<file path="src/rtl/vector_main_decoder_if.sv">
// Decode/control bundle between the front end and vector_main_decoder.
// master = front end / memory side, slave = decoder.
interface vector_main_decoder_if #(
  parameter int LW = 2
);
  logic          instr_valid;
  logic [2:0]    Opcode;
  logic          V;
  logic [2:0]    Funct;
  logic          mem_ready;
  logic          Branch;
  logic          MemtoReg;
  logic          MemW;
  logic          ALUSrc;
  logic          RegW;
  logic          ALUOp;
  logic [1:0]    ImmSrc;
  logic [LW-1:0] Lane;
  logic          VecActive;
  logic          Stall;
  logic          Done;
  logic          Illegal;

  modport master (
    output instr_valid, Opcode, V, Funct, mem_ready,
    input  Branch, MemtoReg, MemW, ALUSrc, RegW, ALUOp, ImmSrc,
           Lane, VecActive, Stall, Done, Illegal
  );

  modport slave (
    input  instr_valid, Opcode, V, Funct, mem_ready,
    output Branch, MemtoReg, MemW, ALUSrc, RegW, ALUOp, ImmSrc,
           Lane, VecActive, Stall, Done, Illegal
  );
endinterface

</file>
<file path="src/rtl/vector_main_decoder.sv">
// Main decoder: single-cycle scalar decode, multi-cycle vector lane sequencer.
// Optional macro VEC_ABORT_EN adds an 'abort' input that kills a running sequence.
module vector_main_decoder #(
  parameter int LANES = 4,
  parameter int PAR   = 1,
  parameter int LW    = $clog2(LANES)
) (
  input  logic clk,
  input  logic rst,
`ifdef VEC_ABORT_EN
  input  logic abort,
`endif
  vector_main_decoder_if.slave bus
);

  localparam int            LWP     = LW + 1;
  localparam logic [LW-1:0] LAST    = LW'(LANES - 1);
  localparam logic [LW:0]   LANES_X = LWP'(LANES);
  localparam logic [LW:0]   PAR_X   = LWP'(PAR);

  typedef enum logic [1:0] {IDLE, VMEM, VALU, DONE} state_t;

  state_t        state_q, state_d;
  logic [LW-1:0] lane_q, lane_d;
  logic          str_q, str_d;
  logic [1:0]    fn_q, fn_d;

  logic          br, mtr, mw, as, rw, ao, va, st, dn, il;
  logic [1:0]    imm;
  logic          launch, abort_w;
  logic [LW:0]   lane_sum;

`ifdef VEC_ABORT_EN
  assign abort_w = abort;
`else
  assign abort_w = 1'b0;
`endif

  // Vector shifts (Funct=x11) are not sequenced; they decode as scalar shifts.
  assign launch = bus.V && ((bus.Opcode == 3'b001) || (bus.Opcode == 3'b010) ||
                            ((bus.Opcode == 3'b000) && (bus.Funct[1:0] != 2'b11)));

  assign lane_sum = {1'b0, lane_q} + PAR_X;

  always_ff @(posedge clk) begin
    if (rst) begin
      state_q <= IDLE;
      lane_q  <= '0;
      str_q   <= 1'b0;
      fn_q    <= 2'b00;
    end else begin
      state_q <= state_d;
      lane_q  <= lane_d;
      str_q   <= str_d;
      fn_q    <= fn_d;
    end
  end

  always_comb begin
    state_d = state_q;
    lane_d  = lane_q;
    str_d   = str_q;
    fn_d    = fn_q;
    br = 1'b0; mtr = 1'b0; mw = 1'b0; as = 1'b0; rw = 1'b0; ao = 1'b0;
    imm = 2'b00;
    va = 1'b0; st = 1'b0; dn = 1'b0; il = 1'b0;

    unique case (state_q)
      IDLE: begin
        if (bus.instr_valid) begin
          if (launch) begin
            st      = 1'b1;
            str_d   = (bus.Opcode == 3'b001);
            fn_d    = bus.Funct[1:0];
            lane_d  = '0;
            state_d = (bus.Opcode == 3'b000) ? VALU : VMEM;
          end else begin
            case (bus.Opcode)
              3'b000: begin
                rw = 1'b1;
                ao = 1'b1;
                if (bus.Funct[1:0] == 2'b11) begin
                  as  = 1'b1;
                  imm = 2'b11;
                end
              end
              3'b100, 3'b101, 3'b110: begin
                as = 1'b1;
                if (bus.V) begin
                  rw = 1'b1;
                  ao = 1'b1;
                end else begin
                  br = 1'b1;
                end
              end
              3'b111: begin
                br  = 1'b1;
                as  = 1'b1;
                imm = bus.V ? 2'b01 : 2'b00;
              end
              3'b001: begin
                mw = 1'b1;
                as = 1'b1;
              end
              3'b010: begin
                mtr = 1'b1;
                as  = 1'b1;
                rw  = 1'b1;
              end
              default: il = 1'b1;
            endcase
          end
        end
      end

      VMEM: begin
        va = 1'b1;
        st = 1'b1;
        as = 1'b1;
        if (str_q) mw = 1'b1;
        else begin
          mtr = 1'b1;
          rw  = bus.mem_ready;
        end
        if (abort_w) begin
          mw      = 1'b0;
          rw      = 1'b0;
          lane_d  = '0;
          state_d = IDLE;
        end else if (bus.mem_ready) begin
          if (lane_q == LAST) begin
            lane_d  = '0;
            state_d = DONE;
          end else begin
            lane_d = lane_q + LW'(1);
          end
        end
      end

      VALU: begin
        va = 1'b1;
        st = 1'b1;
        rw = 1'b1;
        ao = 1'b1;
        if (fn_q == 2'b11) begin
          as  = 1'b1;
          imm = 2'b11;
        end
        // Exit on the beat that covers the last lane so Lane never wraps.
        if (abort_w) begin
          rw      = 1'b0;
          lane_d  = '0;
          state_d = IDLE;
        end else if (lane_sum == LANES_X) begin
          lane_d  = '0;
          state_d = DONE;
        end else begin
          lane_d = lane_sum[LW-1:0];
        end
      end

      DONE: begin
        dn      = 1'b1;
        lane_d  = '0;
        state_d = IDLE;
      end

      default: begin
        lane_d  = '0;
        state_d = IDLE;
      end
    endcase
  end

  // Reset cycles issue nothing, even mid-sequence.
  assign bus.Branch    = br  & ~rst;
  assign bus.MemtoReg  = mtr & ~rst;
  assign bus.MemW      = mw  & ~rst;
  assign bus.ALUSrc    = as  & ~rst;
  assign bus.RegW      = rw  & ~rst;
  assign bus.ALUOp     = ao  & ~rst;
  assign bus.ImmSrc    = imm & {2{~rst}};
  assign bus.Lane      = lane_q & {LW{~rst}};
  assign bus.VecActive = va  & ~rst;
  assign bus.Stall     = st  & ~rst;
  assign bus.Done      = dn  & ~rst;
  assign bus.Illegal   = il  & ~rst;

endmodule

</file>
<file path="src/flat_wrapper.sv">
// flat-port wrapper written by rule: the top's interface ports become plain ports
module vector_main_decoder_flat 
#(
  parameter int LANES = 4,
  parameter int PAR   = 1,
  parameter int LW    = $clog2(LANES)
)
  (clk, rst, bus_instr_valid, bus_Opcode, bus_V, bus_Funct, bus_mem_ready, bus_Branch, bus_MemtoReg, bus_MemW, bus_ALUSrc, bus_RegW, bus_ALUOp, bus_ImmSrc, bus_Lane, bus_VecActive, bus_Stall, bus_Done, bus_Illegal);
  vector_main_decoder_if #(.LW(LW)) bus_i ();
  input  logic clk;
  input  logic rst;
  input wire logic [$bits(bus_i.instr_valid)-1:0] bus_instr_valid;
  input wire logic [$bits(bus_i.Opcode)-1:0] bus_Opcode;
  input wire logic [$bits(bus_i.V)-1:0] bus_V;
  input wire logic [$bits(bus_i.Funct)-1:0] bus_Funct;
  input wire logic [$bits(bus_i.mem_ready)-1:0] bus_mem_ready;
  output wire logic [$bits(bus_i.Branch)-1:0] bus_Branch;
  output wire logic [$bits(bus_i.MemtoReg)-1:0] bus_MemtoReg;
  output wire logic [$bits(bus_i.MemW)-1:0] bus_MemW;
  output wire logic [$bits(bus_i.ALUSrc)-1:0] bus_ALUSrc;
  output wire logic [$bits(bus_i.RegW)-1:0] bus_RegW;
  output wire logic [$bits(bus_i.ALUOp)-1:0] bus_ALUOp;
  output wire logic [$bits(bus_i.ImmSrc)-1:0] bus_ImmSrc;
  output wire logic [$bits(bus_i.Lane)-1:0] bus_Lane;
  output wire logic [$bits(bus_i.VecActive)-1:0] bus_VecActive;
  output wire logic [$bits(bus_i.Stall)-1:0] bus_Stall;
  output wire logic [$bits(bus_i.Done)-1:0] bus_Done;
  output wire logic [$bits(bus_i.Illegal)-1:0] bus_Illegal;
  assign bus_i.instr_valid = bus_instr_valid;
  assign bus_i.Opcode = bus_Opcode;
  assign bus_i.V = bus_V;
  assign bus_i.Funct = bus_Funct;
  assign bus_i.mem_ready = bus_mem_ready;
  assign bus_Branch = bus_i.Branch;
  assign bus_MemtoReg = bus_i.MemtoReg;
  assign bus_MemW = bus_i.MemW;
  assign bus_ALUSrc = bus_i.ALUSrc;
  assign bus_RegW = bus_i.RegW;
  assign bus_ALUOp = bus_i.ALUOp;
  assign bus_ImmSrc = bus_i.ImmSrc;
  assign bus_Lane = bus_i.Lane;
  assign bus_VecActive = bus_i.VecActive;
  assign bus_Stall = bus_i.Stall;
  assign bus_Done = bus_i.Done;
  assign bus_Illegal = bus_i.Illegal;
  vector_main_decoder #(.LANES(LANES), .PAR(PAR), .LW(LW)) u_core (.clk(clk), .rst(rst), .bus(bus_i));
endmodule
</file>
<file path="config.mk">
export PLATFORM = sky130hd
export DESIGN_NAME = vector_main_decoder_flat
export DESIGN_NICKNAME = d
export VERILOG_FILES = /design/src/rtl/vector_main_decoder_if.sv /design/src/rtl/vector_main_decoder.sv /design/src/flat_wrapper.sv
export SDC_FILE = /design/constraint.sdc
export NUM_CORES = 1
export LEC_CHECK = 0
export CAP_MARGIN = 20
export CORE_MARGIN = 2
export CORE_UTILIZATION = 45
export CTS_CLUSTER_SIZE = 25
export DETAILED_ROUTE_END_ITERATION = 16
export PLACE_DENSITY = 0.79
export SYNTH_ARGS = -nofsm -noshare
export SYNTH_HDL_FRONTEND = slang
export SYNTH_SLANG_ARGS = --single-unit
export TNS_END_PERCENT = 10
</file>
<file path="constraint.sdc">
create_clock -name clk -period 2.9 [get_ports clk]
set_input_delay 0.725 -clock clk [delete_from_list [all_inputs] [get_ports clk]]
set_output_delay 0.725 -clock clk [all_outputs]
set_load 0.03 [all_outputs]
</file>
; After elaboration in Yosys (flattened, before gate mapping)
; Index checks and enable logic that the tools add are counted.
[totals]
ramBits = 0
reg_bits = 7
rom_bits = 0
latch_bits = 0
n_memories = 0
out_inout_bits = 14
[op_classes]
eq_ne = 19
shift = 0
mul = 0
n_bitwise = 13
add_sub_neg = 2
magnitude_cmp = 0
mux = 60
div_mod_pow = 0
reduce_logical = 14
[op_table]
columns = cell, count
row1 = $mux W1, 31
row2 = $mux W2, 15
row3 = $pmux W1 S2, 8
row4 = $pmux W2 S4, 2
row5 = $eq A3 B3 Y1 const B, 5
row6 = $and A1 B1 Y1, 10
row7 = $eq A2 B2 Y1 const B, 5
row8 = $pmux W2 S2, 2
row9 = $reduce_or A7 Y1, 1
row10 = $ne A2 B1 Y1 const B, 3
row11 = $ne A2 B2 Y1 const B, 3
row12 = $pmux W1 S3, 2
row13 = $reduce_and A3 Y1, 2
row14 = $reduce_or A6 Y1, 1
row15 = $reduce_and A5 Y1, 1
row16 = $and A2 B2 Y2, 2
row17 = $reduce_or A2 Y1, 2
row18 = $add A2 B1 Y3 const B, 1
row19 = $eq A3 B1 Y1 const B, 1
row20 = $eq A3 B2 Y1 const B, 1
row21 = $logic_not A3 Y1, 1
row22 = $reduce_or A3 Y1, 1
row23 = $add A2 B1 Y2 const B, 1
row24 = $eq A2 B1 Y1 const B, 1
row25 = 4 further kinds, 6

; Logic depth before layout (Yosys ltp)
; Gate-level depths: netlist of run 1.
[depth]
word_depth = 8
ltp_mapped = 7
ltp_nobuf = 6

; Least setup slack after synthesis of run 1
; OpenSTA, ideal clock, no wires.
[synth_path]
path_kind = input port to output port
from = input port bus_Opcode[0]
to = output port bus_ImmSrc[0]
arrival_ps = 2375
path_stages = 5
setup_slack_ps = -200
path_cell_list = buf_2 nor3_1 a32oi_1 a211oi_1 or2_1
[synth_between]
elab_chain_cells = 8
elab_cells_between_ends = 13
[synth_rtl]
columns = item, line_no
row1 = "start, declared", flat_wrapper.sv:13  ; input wire logic [$bits(bus_i.Opcode)-1:0] bus_Opcode;
row2 = "$eq A3 B1 Y1, or another cell as far along", vector_main_decoder.sv:40  ; assign launch = bus.V && ((bus.Opcode == 3'b001) || (bus.Opcode == 3'b010) ||
row3 = $logic_or A1 B1 Y1 or $logic_and A1 B1 Y1 (tied branches), "vector_main_decoder.sv:40, vector_main_decoder.sv:41"
row4 = $logic_or A1 B1 Y1, vector_main_decoder.sv:40
row5 = $logic_and A1 B1 Y1, vector_main_decoder.sv:40
row6 = $mux W2 (*), vector_main_decoder.sv:71  ; if (launch) begin
row7 = $mux W2 (*), vector_main_decoder.sv:70  ; if (bus.instr_valid) begin
row8 = $pmux W2 S2 (*), vector_main_decoder.sv:68  ; unique case (state_q)
row9 = $and A2 B2 Y2 (*), vector_main_decoder.sv:182  ; assign bus.ImmSrc = imm & {2{~rst}};
row10 = "end, declared", flat_wrapper.sv:23  ; output wire logic [$bits(bus_i.ImmSrc)-1:0] bus_ImmSrc;
; Mark *: on every way between the ends. The rest lies on a longest branch, timed or not.

; Worst setup path in the final report of run 1
[layout_path]
from = input port bus_Opcode[0]
to = output port bus_RegW
[layout_between]
elab_chain_cells = 8
elab_cells_between_ends = 17
[layout_rtl]
columns = item, line_no
row1 = branches (longest 4 deep; another with $eq A3 B3 Y1), n/a
row2 = $mux W1 (*), vector_main_decoder.sv:71
row3 = $mux W1 (*), vector_main_decoder.sv:70
row4 = $pmux W1 S3 (*), vector_main_decoder.sv:68
row5 = $and A1 B1 Y1 (*), vector_main_decoder.sv:180  ; assign bus.RegW = rw & ~rst;
row6 = "end, declared", flat_wrapper.sv:21  ; output wire logic [$bits(bus_i.RegW)-1:0] bus_RegW;
; Mark *: on every way between the ends.

==> results.sh, run 1 <==
export IMPL_wl_per_cell_um=13.02
export IMPL_status="completed"
export IMPL_register_area_um2=140.1
export IMPL_hp_class="flop to flop"
export IMPL_crit_fanout=3
export IMPL_globalplace_congestion=0.8442
export IMPL_clkPwrFrac_pct=23.9
export IMPL_grt_usage_pct=21.86
export IMPL_design_area_um2=1131
export IMPL_p_sw_mw=0.1374
export IMPL_cts_root_buf="clkbuf_4"
export IMPL_port_buffers=23
export IMPL_worst_path_buf_inv=2
export IMPL_synth_edf_count=0
export IMPL_final_nets=151
export IMPL_hold_ws_ns=0.5183
export IMPL_die_height_um=45.25
export IMPL_max_slew_margin_pct=78.73
export IMPL_worstMarginPinSlew_ns=0.3190
export IMPL_start_kind="primary input"
export IMPL_utilization_pct=72.55
export IMPL_min_period_ns=2.836
export IMPL_antenna_found_initial=0
export IMPL_rows=14
export IMPL_p_per_area_nw_per_um2=330.7
export IMPL_internal_power_mw=0.2366
export IMPL_critPathKind="primary input to primary output"
export IMPL_cpPeakStageDelay_ns=0.35
export IMPL_power_leakage_nw=0.5324
export IMPL_die_x_um=45.25
export IMPL_seq_area_frac_synth_pct=18.30
export IMPL_cts_buffers=3
export IMPL_endpoint_kind="primary output"
export IMPL_cts_htree_levels=1
export IMPL_p_comb_share_pct=48.1
export IMPL_cts_tree="built"
export IMPL_path_delay_family="compound AO/OA/AOI/OAI gates"
export IMPL_overflow=0
export IMPL_report_final_slew_viol_count=0
export IMPL_core_area_um2=1559
export IMPL_rsz0062_at_grt="false"
export IMPL_grt_pass1_wl_mm=3.222
export IMPL_grt_pass1_vias=735
export IMPL_ir_drop_mv=0.2608
export IMPL_antenna_cells=0
export IMPL_layout_drive_gt1_share_pct=35.34
export IMPL_yosys_most_used_dff="dfxtp_1"
export IMPL_routed_wl_mm=1.940
export IMPL_post_dp_hpwl_mm=1.557
export IMPL_cap_violations=0
export IMPL_via_count=815
export IMPL_synth_fp_nets=110
export IMPL_multi_input_area_um2=591.8
export IMPL_fin_crit_sh_pct=97.78
export IMPL_fillers=125
export IMPL_path_clk_slew_ns=0.05
export IMPL_antenna_left=0
export IMPL_yosysTopAreaCell="dfxtp_1"
export IMPL_async_reset_ff_share_pct=0
export IMPL_dieArea_um2=2048
export IMPL_finalSetupViolCount=0
export IMPL_hold_violations=0
export IMPL_cpMaxStageDelayCell="and4bb_4"
export IMPL_drtPass1Iterations=4
export IMPL_syn_inst=93
export IMPL_placed_area_um2=1087
export IMPL_crit_required_ns=2.17
export IMPL_start_util_pct=49.12
export IMPL_critical_path_cell_chain="clkdlybuf4s15_1 > and4bb_4 > o311ai_4 > a221o_1 > a311oi_2 > buf_4"
export IMPL_synth_area_um2=765.7
export IMPL_seqPwrFrac_pct=28.0
export IMPL_io_pins=25
export IMPL_drtIter0Drc=20
export IMPL_fin_skew_ns=0.005243
export IMPL_ctsHoldBuffers=0
export IMPL_fmax_ghz=0.3527
export IMPL_clock_path_buffers=2
export IMPL_power_mw=0.3740
export IMPL_synth_top_cell_area_share_pct=18.30
export IMPL_grt_max_degree=17
export IMPL_clock_sinks=7
export IMPL_synth_warnings=0
export IMPL_via_per_inst=5.470
export IMPL_ys_types=36
export IMPL_ys_ff_latch=7
export IMPL_drc=0
export IMPL_avgSynthCellArea_um2=8.234
export IMPL_clk_latency_ns=0.26
export IMPL_sw_frac_of_total_pct=36.74
export IMPL_areaGrowthSynthToFinish_pct=47.71
export IMPL_synth_area_leaders="dfxtp_1 18%, ha_1 9.8%, mux2i_1 7.8%"
export IMPL_cp_arrival_ns=2.11
cell families (layout without fill, tap and decap cells):
logic type | Yosys count | in the layout | share of synthesized area [%]
buffers and inverters | 13 | 53 | 7.843
AND/OR/NAND/NOR | 39 | 39 | 31.70
AO/OA/AOI/OAI | 20 | 20 | 21.57
multiplexers | 8 | 8 | 10.78
adder cells (fa/ha/maj) | 6 | 6 | 9.804
flip-flops | 7 | 7 | 18.30
cell usage after synthesis, drive strengths merged (2+ instances only):
| cell type | number |
|---|---|
| nor4 | 4 |
| buf | 4 |
| clkbuf | 2 |
| a21oi | 5 |
| inv | 7 |
| or2 | 2 |
| nand3b | 3 |
| dfxtp | 7 |
| a211o | 2 |
| o21bai | 2 |
| mux2 | 2 |
| nand2 | 3 |
| ha | 6 |
| nor3 | 4 |
| nand2b | 6 |
| nor2 | 10 |
| mux2i | 6 |
| nor2b | 3 |
state kept, by name, summed over array words and instances (netlist names):
register        cells
u_core.str_q        1
u_core.lane_q       2
u_core.state_q      2
u_core.fn_q         2
through the flow:
stage	setup TNS [ns]	worst slack [ns]	cells
after floorplan	0	0.02255	93
after global placement	-0.4026	-0.1795	144
after detailed placement	-0.5873	-0.2117	144
after CTS	0	0.008547	149
after global routing	0	0.02028	149
final	0	0.06436	149
per-layer routing:
| metal | GRT usage [%] | part of all wire, % | up-vias |
|---|---|---|---|
| met1 | 27.91 | 45 | 374 |
| met4 | 7.059 | 1.2 | 0 |
| met3 | 3.600 | 3.9 | 5 |
| met2 | 37.14 | 50 | 18 |
| met5 | 0 | 0 | - |
| li1 | - | - | 418 |
power groups by stage:
stage               combinational (mW)  sequential (mW)  clock, mW
global placement                 0.172            0.106          0
finish                           0.180            0.105     0.0893
global route                     0.194            0.105     0.0948
CTS                              0.178            0.105     0.0904
floorplan                        0.110            0.106          0
detailed placement               0.174            0.107          0
final cells by class:
cell class              count  share of cell area, %
multi-input cells          73                  52.32
repair buffers             42                  28.87
flip-flops and latches      7                  12.39
clock buffers               4                  2.323
inverters                   7                  2.323
well taps                  16                  1.770
final timing paths:
check / from / end / slack (ns) / cells after the start
worst max register to register: u_core.state_q[0] / u_core.fn_q[0] / 1.17 / 7
worst max-delay path: bus_Opcode[0] / bus_RegW / 0.06 / 6
worst min-delay path: u_core.lane_q[1] / u_core.lane_q[1] / 0.52 / 2
worst min register to register: u_core.lane_q[1] / u_core.lane_q[1] / 0.52 / 2
worst register-to-register path, delay by kind of cell (launching register included):
family        cells  cell delay [ns]
flops             1             0.35
mux               1             0.19
buf+inv           2             0.29
fa+ha+maj         1             0.31
simple gates      3             0.48
cells in the final DEF (no fill, tap or decap), types with 3 or more instances in the layout:
cell           instances
nand2b_1               6
nor2_1                10
nand3b_1               3
nor3_1                 4
dfxtp_1                7
nor2b_1                3
inv_1                  7
mux2i_1                6
dlygate4sd2_1          5
ha_1                   5
a21oi_1                5
clkbuf_4               3
nor4_1                 3
buf_4                 33
repair_timing:
action                                  4_1_cts  5_1_grt
gates resized for setup                      12        2
pin swaps                                     4        2
buffers inserted                              1        0
endpoints found under the setup margin        6        3
Power figures use the tool's default switching activity.
==> run 2: changes to the inputs <==
Settings changed: CORE_UTILIZATION 45 to 55, DONT_BUFFER_PORTS from default to 1, PLACE_DENSITY 0.79 to 0.7.
==> run 2 against run 1 <==
Clock skew down 0.0035 ns. Worst hold slack better by 0.0061 ns. Highest routed layer unchanged. Global-route usage up 1.1 points. Flip-flop and latch count unchanged. Combinational power down 28%. Critical endpoint is now bus_Stall. Core utilization down 6.5 points. Non-clock buffer count down 32. Total power down 14%. First-iteration DRC count down 45%.
==> results.sh, run 2 (synthesis gave the netlist of run 1 again) <==
export IMPL_status="completed"
export IMPL_cp_arrival_ns=1.94
export IMPL_tns_ns=0
export IMPL_rsz0062_at_grt="false"
export IMPL_power_leakage_nw=0.3711
export IMPL_rows=13
export IMPL_grt_pass1_wl_mm=2.518
export IMPL_placed_area_um2=830.8
export IMPL_areaGrowthSynthToFinish_pct=12.25
export IMPL_internal_power_mw=0.2084
export IMPL_critPathKind="flop to primary output"
export IMPL_fin_crit_sh_pct=91.83
export IMPL_hold_violations=0
export IMPL_finalSetupViolCount=0
export IMPL_fin_skew_ns=0.001716
export IMPL_fin_ws_ns=0.2368
export IMPL_path_clk_slew_ns=0.05
export IMPL_p_per_area_nw_per_um2=373.0
export IMPL_drtIter0Drc=11
export IMPL_post_cts_buffers=0
export IMPL_placed_cells=112
export IMPL_grt_max_degree=22
export IMPL_grt_usage_pct=22.91
export IMPL_min_period_ns=2.663
export IMPL_io_pins=25
export IMPL_report_final_slew_viol_count=0
export IMPL_hp_class="flop to flop"
export IMPL_port_buffers=0
export IMPL_design_area_um2=859.6
export IMPL_antenna_left=0
export IMPL_via_count=700
export IMPL_grt_pass1_vias=589
export IMPL_die_x_um=41.31
export IMPL_worstMarginPinSlew_ns=0.6819
export IMPL_die_height_um=41.31
export IMPL_max_slew_margin_pct=54.45
export IMPL_routed_wl_mm=1.673
export IMPL_ir_drop_mv=0.3065
export IMPL_drc=0
export IMPL_antenna_cells=0
export IMPL_clock_sinks=7
export IMPL_largestRegisters="u_core.fn_q: 2 flops, u_core.lane_q: 2 flops, u_core.state_q: 2 flops"
export IMPL_globalplace_congestion=0.7899
export IMPL_p_sw_mw=0.1123
export IMPL_cts_tree="built"
export IMPL_seqPwrFrac_pct=32.7
export IMPL_crit_required_ns=2.17
export IMPL_clock_path_buffers=2
export IMPL_drtPass1Iterations=4
export IMPL_most_common_layout_cells="10 x nor2_1, 10 x buf_4, 7 x inv_1, 7 x dfxtp_1"
export IMPL_cts_buffers=3
export IMPL_p_comb_share_pct=40.3
export IMPL_endpoint_kind="primary output"
export IMPL_clk_latency_ns=0.25
export IMPL_cts_root_buf="clkbuf_4"
export IMPL_sw_frac_of_total_pct=35.02
export IMPL_core_area_um2=1301
export IMPL_r2r_slack_ns=1.06
export IMPL_clkPwrFrac_pct=27.0
export IMPL_cap_violations=0
export IMPL_overflow=0
export IMPL_antenna_found_initial=0
export IMPL_start_util_pct=58.85
export IMPL_fmax_ghz=0.3755
export IMPL_via_per_inst=6.034
export IMPL_utilization_pct=66.06
export IMPL_crit_fanout=8
export IMPL_post_dp_hpwl_mm=1.253
export IMPL_wl_per_cell_um=14.42
export IMPL_place_ws_ns=0.2536
export IMPL_dieArea_um2=1707
export IMPL_layout_drive_gt1_share_pct=21.78
export IMPL_start_kind="flop"
export IMPL_final_nets=119
export IMPL_fin_cells=116
export IMPL_cts_htree_levels=1
run 2: power by group through the flow:
stage / registers, mW / logic [mW] / clock network [mW]
floorplan: 0.106 / 0.110 / 0
global placement: 0.107 / 0.126 / 0
detailed placement: 0.107 / 0.128 / 0
CTS: 0.105 / 0.128 / 0.0904
global route: 0.105 / 0.140 / 0.0961
finish: 0.105 / 0.129 / 0.0866
run 2: final timing paths:
kind / cells past startpoint / to / start
setup / recovery: 7 / bus_Stall / u_core.state_q[1]
hold / removal: 2 / u_core.lane_q[1] / u_core.lane_q[1]
setup reg to reg: 5 / u_core.lane_q[0] / u_core.state_q[0]
hold reg to reg: 2 / u_core.lane_q[1] / u_core.lane_q[1]
run 2: cell type report:
cell class	instances	area, um^2
multi-input cells	73	573.1
fillers	110	441.7
flip-flops and latches	7	140.1
repair buffers	10	75.07
clock buffers	4	26.28
inverters	7	26.28
well taps	15	18.77
run 2: what timing repair did:
action	4_1_cts	5_1_grt
setup endpoints to repair	0	1
gates resized for setup	0	1
hold buffers	0	0
run 2: metal layers:
metal	vias up	part of all wire, %	track usage (%)
li1	355	-	-
met1	321	45	26.06
met2	22	46	37.89
met3	2	8.1	8.511
met4	0	0.72	10.48
met5	-	0	0
run 2: per-stage QoR:
stage / hold slack, ns / power [mW]
floorplan: 0.4803 / 0.2159
global placement: 0.4974 / 0.2328
detailed placement: 0.5144 / 0.2344
CTS: 0.5266 / 0.3235
global route: 0.5300 / 0.3416
finish: 0.5243 / 0.3206
run 2: critical path, cell delays in order (launching register included):
cell	delay, ns
dfxtp_1	0.33
inv_1	0.10
ha_2	0.28
nand2_1	0.22
nor4_4	0.34
nor2_1	0.08
nor3_1	0.14
buf_4	0.19
==> run 3: changes to the inputs <==
Settings changed: CORE_MARGIN 2 to default.
==> run 3 against run 2 <==
Register-to-register slack got worse by 0.06 ns. Clock skew rose by 0.0034 ns. Sequential power barely moved. Global-route usage rose by 0.51 points. Clock-buffer cell count fell by 1. Worst setup slack got worse by 0.085 ns. Die area fell by 9.4%.
==> results.sh, run 3 (synthesis gave the netlist of run 1 again) <==
export IMPL_status="completed"
export IMPL_drc=0
export IMPL_routed_wl_mm=1.637
export IMPL_max_slew_margin_pct=53.05
export IMPL_crit_required_ns=2.17
export IMPL_cts_root_buf="clkbuf_4"
export IMPL_design_area_um2=858.3
export IMPL_areaGrowthSynthToFinish_pct=12.09
export IMPL_post_cts_resize_count=0
export IMPL_grt_max_degree=22
export IMPL_fin_skew_ns=0.005099
export IMPL_post_cts_buffers=0
export IMPL_post_dp_hpwl_mm=1.225
export IMPL_critPathKind="flop to primary output"
export IMPL_globalplace_congestion=0.7777
export IMPL_min_period_ns=2.748
export IMPL_power_mw=0.3224
export IMPL_most_common_layout_cells="10 x nor2_1, 10 x buf_4, 7 x inv_1, 7 x dfxtp_1"
export IMPL_via_count=690
export IMPL_hp_class="flop to flop"
export IMPL_start_kind="flop"
export IMPL_tns_ns=0
export IMPL_dieArea_um2=1545
export IMPL_cts_tree="built"
export IMPL_rsz0062_at_grt="false"
export IMPL_power_leakage_nw=0.3748
export IMPL_final_nets=119
export IMPL_worstRegToRegCells=5
export IMPL_hold_violations=0
export IMPL_fin_cells=116
export IMPL_hold_ws_ns=0.5150
export IMPL_ctsHoldBuffers=0
export IMPL_overflow=0
export IMPL_start_util_pct=58.85
export IMPL_cp_arrival_ns=2.02
export IMPL_p_per_area_nw_per_um2=375.7
export IMPL_hp_start="u_core.lane_q[1]"
export IMPL_fillers=126
export IMPL_clock_path_buffers=2
export IMPL_io_pins=25
export IMPL_grt_pass1_wl_mm=2.484
export IMPL_drtPass1Iterations=4
export IMPL_clock_sinks=7
export IMPL_cap_violations=0
export IMPL_finalSetupViolCount=0
export IMPL_die_height_um=39.31
export IMPL_clk_latency_ns=0.25
export IMPL_min_to="u_core.lane_q[1]"
export IMPL_antenna_left=0
export IMPL_hold_path_cell_count=2
export IMPL_via_per_inst=5.948
export IMPL_grt_usage_pct=23.42
export IMPL_wl_per_cell_um=14.11
export IMPL_r2r_start="u_core.state_q[0]"
export IMPL_fmax_ghz=0.3639
export IMPL_placed_cells=112
export IMPL_cts_buffers=3
export IMPL_report_final_slew_viol_count=0
export IMPL_port_buffers=0
export IMPL_ir_drop_mv=0.3026
export IMPL_cts_htree_levels=1
export IMPL_rows=13
export IMPL_r2r_slack_ns=1.00
export IMPL_antenna_found_initial=0
export IMPL_worstMarginPinSlew_ns=0.7028
export IMPL_crit_fanout=8
export IMPL_path_clk_slew_ns=0.06
export IMPL_layout_drive_gt1_share_pct=21.78
export IMPL_reg2reg_to="u_core.lane_q[0]"
export IMPL_core_area_um2=1301
export IMPL_endpoint_kind="primary output"
export IMPL_drtIter0Drc=9
export IMPL_die_x_um=39.31
export IMPL_placed_area_um2=830.8
export IMPL_antenna_cells=0
export IMPL_fin_crit_sh_pct=94.76
export IMPL_largestRegisters="u_core.fn_q: 2 flops, u_core.lane_q: 2 flops, u_core.state_q: 2 flops"
export IMPL_grt_pass1_vias=573
## run 3: cell types whose count changed in the layout (fill, tap and decap cells not counted)
cell	before	now
clkinv_2	0	1
ha_2	1	0
ha_1	5	6
clkbuf_1	1	0
## run 3: worst max path at each step
stage	from	to	depth (start not counted)
final	u_core.state_q[0]	bus_Stall	7
after global routing	u_core.state_q[0]	bus_Stall	7
after CTS	u_core.state_q[0]	bus_Stall	7
after detailed placement	bus_Opcode[1]	bus_RegW	5
after global placement	bus_Opcode[1]	bus_RegW	5
after floorplan	bus_Opcode[0]	bus_ALUSrc	5
## run 3: power breakdown
part | leakage (nW) | internal, mW | total [mW] | switching (mW)
logic | 0.301 | 0.0543 | 0.129 | 0.0743
clock network | 0.0177 | 0.0505 | 0.0892 | 0.0387
registers | 0.0566 | 0.100 | 0.105 | 0.00454
## run 3: metal layers
| metal | global-route usage (%) | wire length, um | up-vias |
|---|---|---|---|
| met4 | 5.172 | 6 | 0 |
| met1 | 27.68 | 751 | 315 |
| met2 | 42.08 | 781 | 20 |
| met5 | 0 | 0 | - |
| li1 | - | - | 353 |
| met3 | 5.682 | 97 | 2 |
## run 3: final cells by class
| cell class | instances | area, um^2 | area share, % |
|---|---|---|---|
| Inverter | 7 | 26.28 | 3.061 |
| Clock inverter | 1 | 5.005 | 0.5831 |
| Clock buffer | 3 | 22.52 | 2.624 |
| Sequential cell | 7 | 140.1 | 16.33 |
| Tap cell | 15 | 18.77 | 2.187 |
| Timing Repair Buffer | 10 | 75.07 | 8.746 |
| Multi-Input combinational cell | 73 | 570.5 | 66.47 |
## run 3: per-stage QoR
step           setup slack (ns)  utilization (%)
2_1_floorplan           0.02255                -
5_1_grt                 0.01723            65.96
6_report                 0.1519            65.96
4_1_cts                  0.1502            65.96
3_5_place_dp             0.2578            63.85
3_3_place_gp             0.2544            63.85
## run 3: worst max-delay path, cell delays in order (launching register included)
cell     delay [ns]
dfxtp_1        0.35
inv_1          0.09
ha_1           0.35
nand2_1        0.26
nor4_4         0.33
nor2_1         0.08
nor3_1         0.13
buf_4          0.19
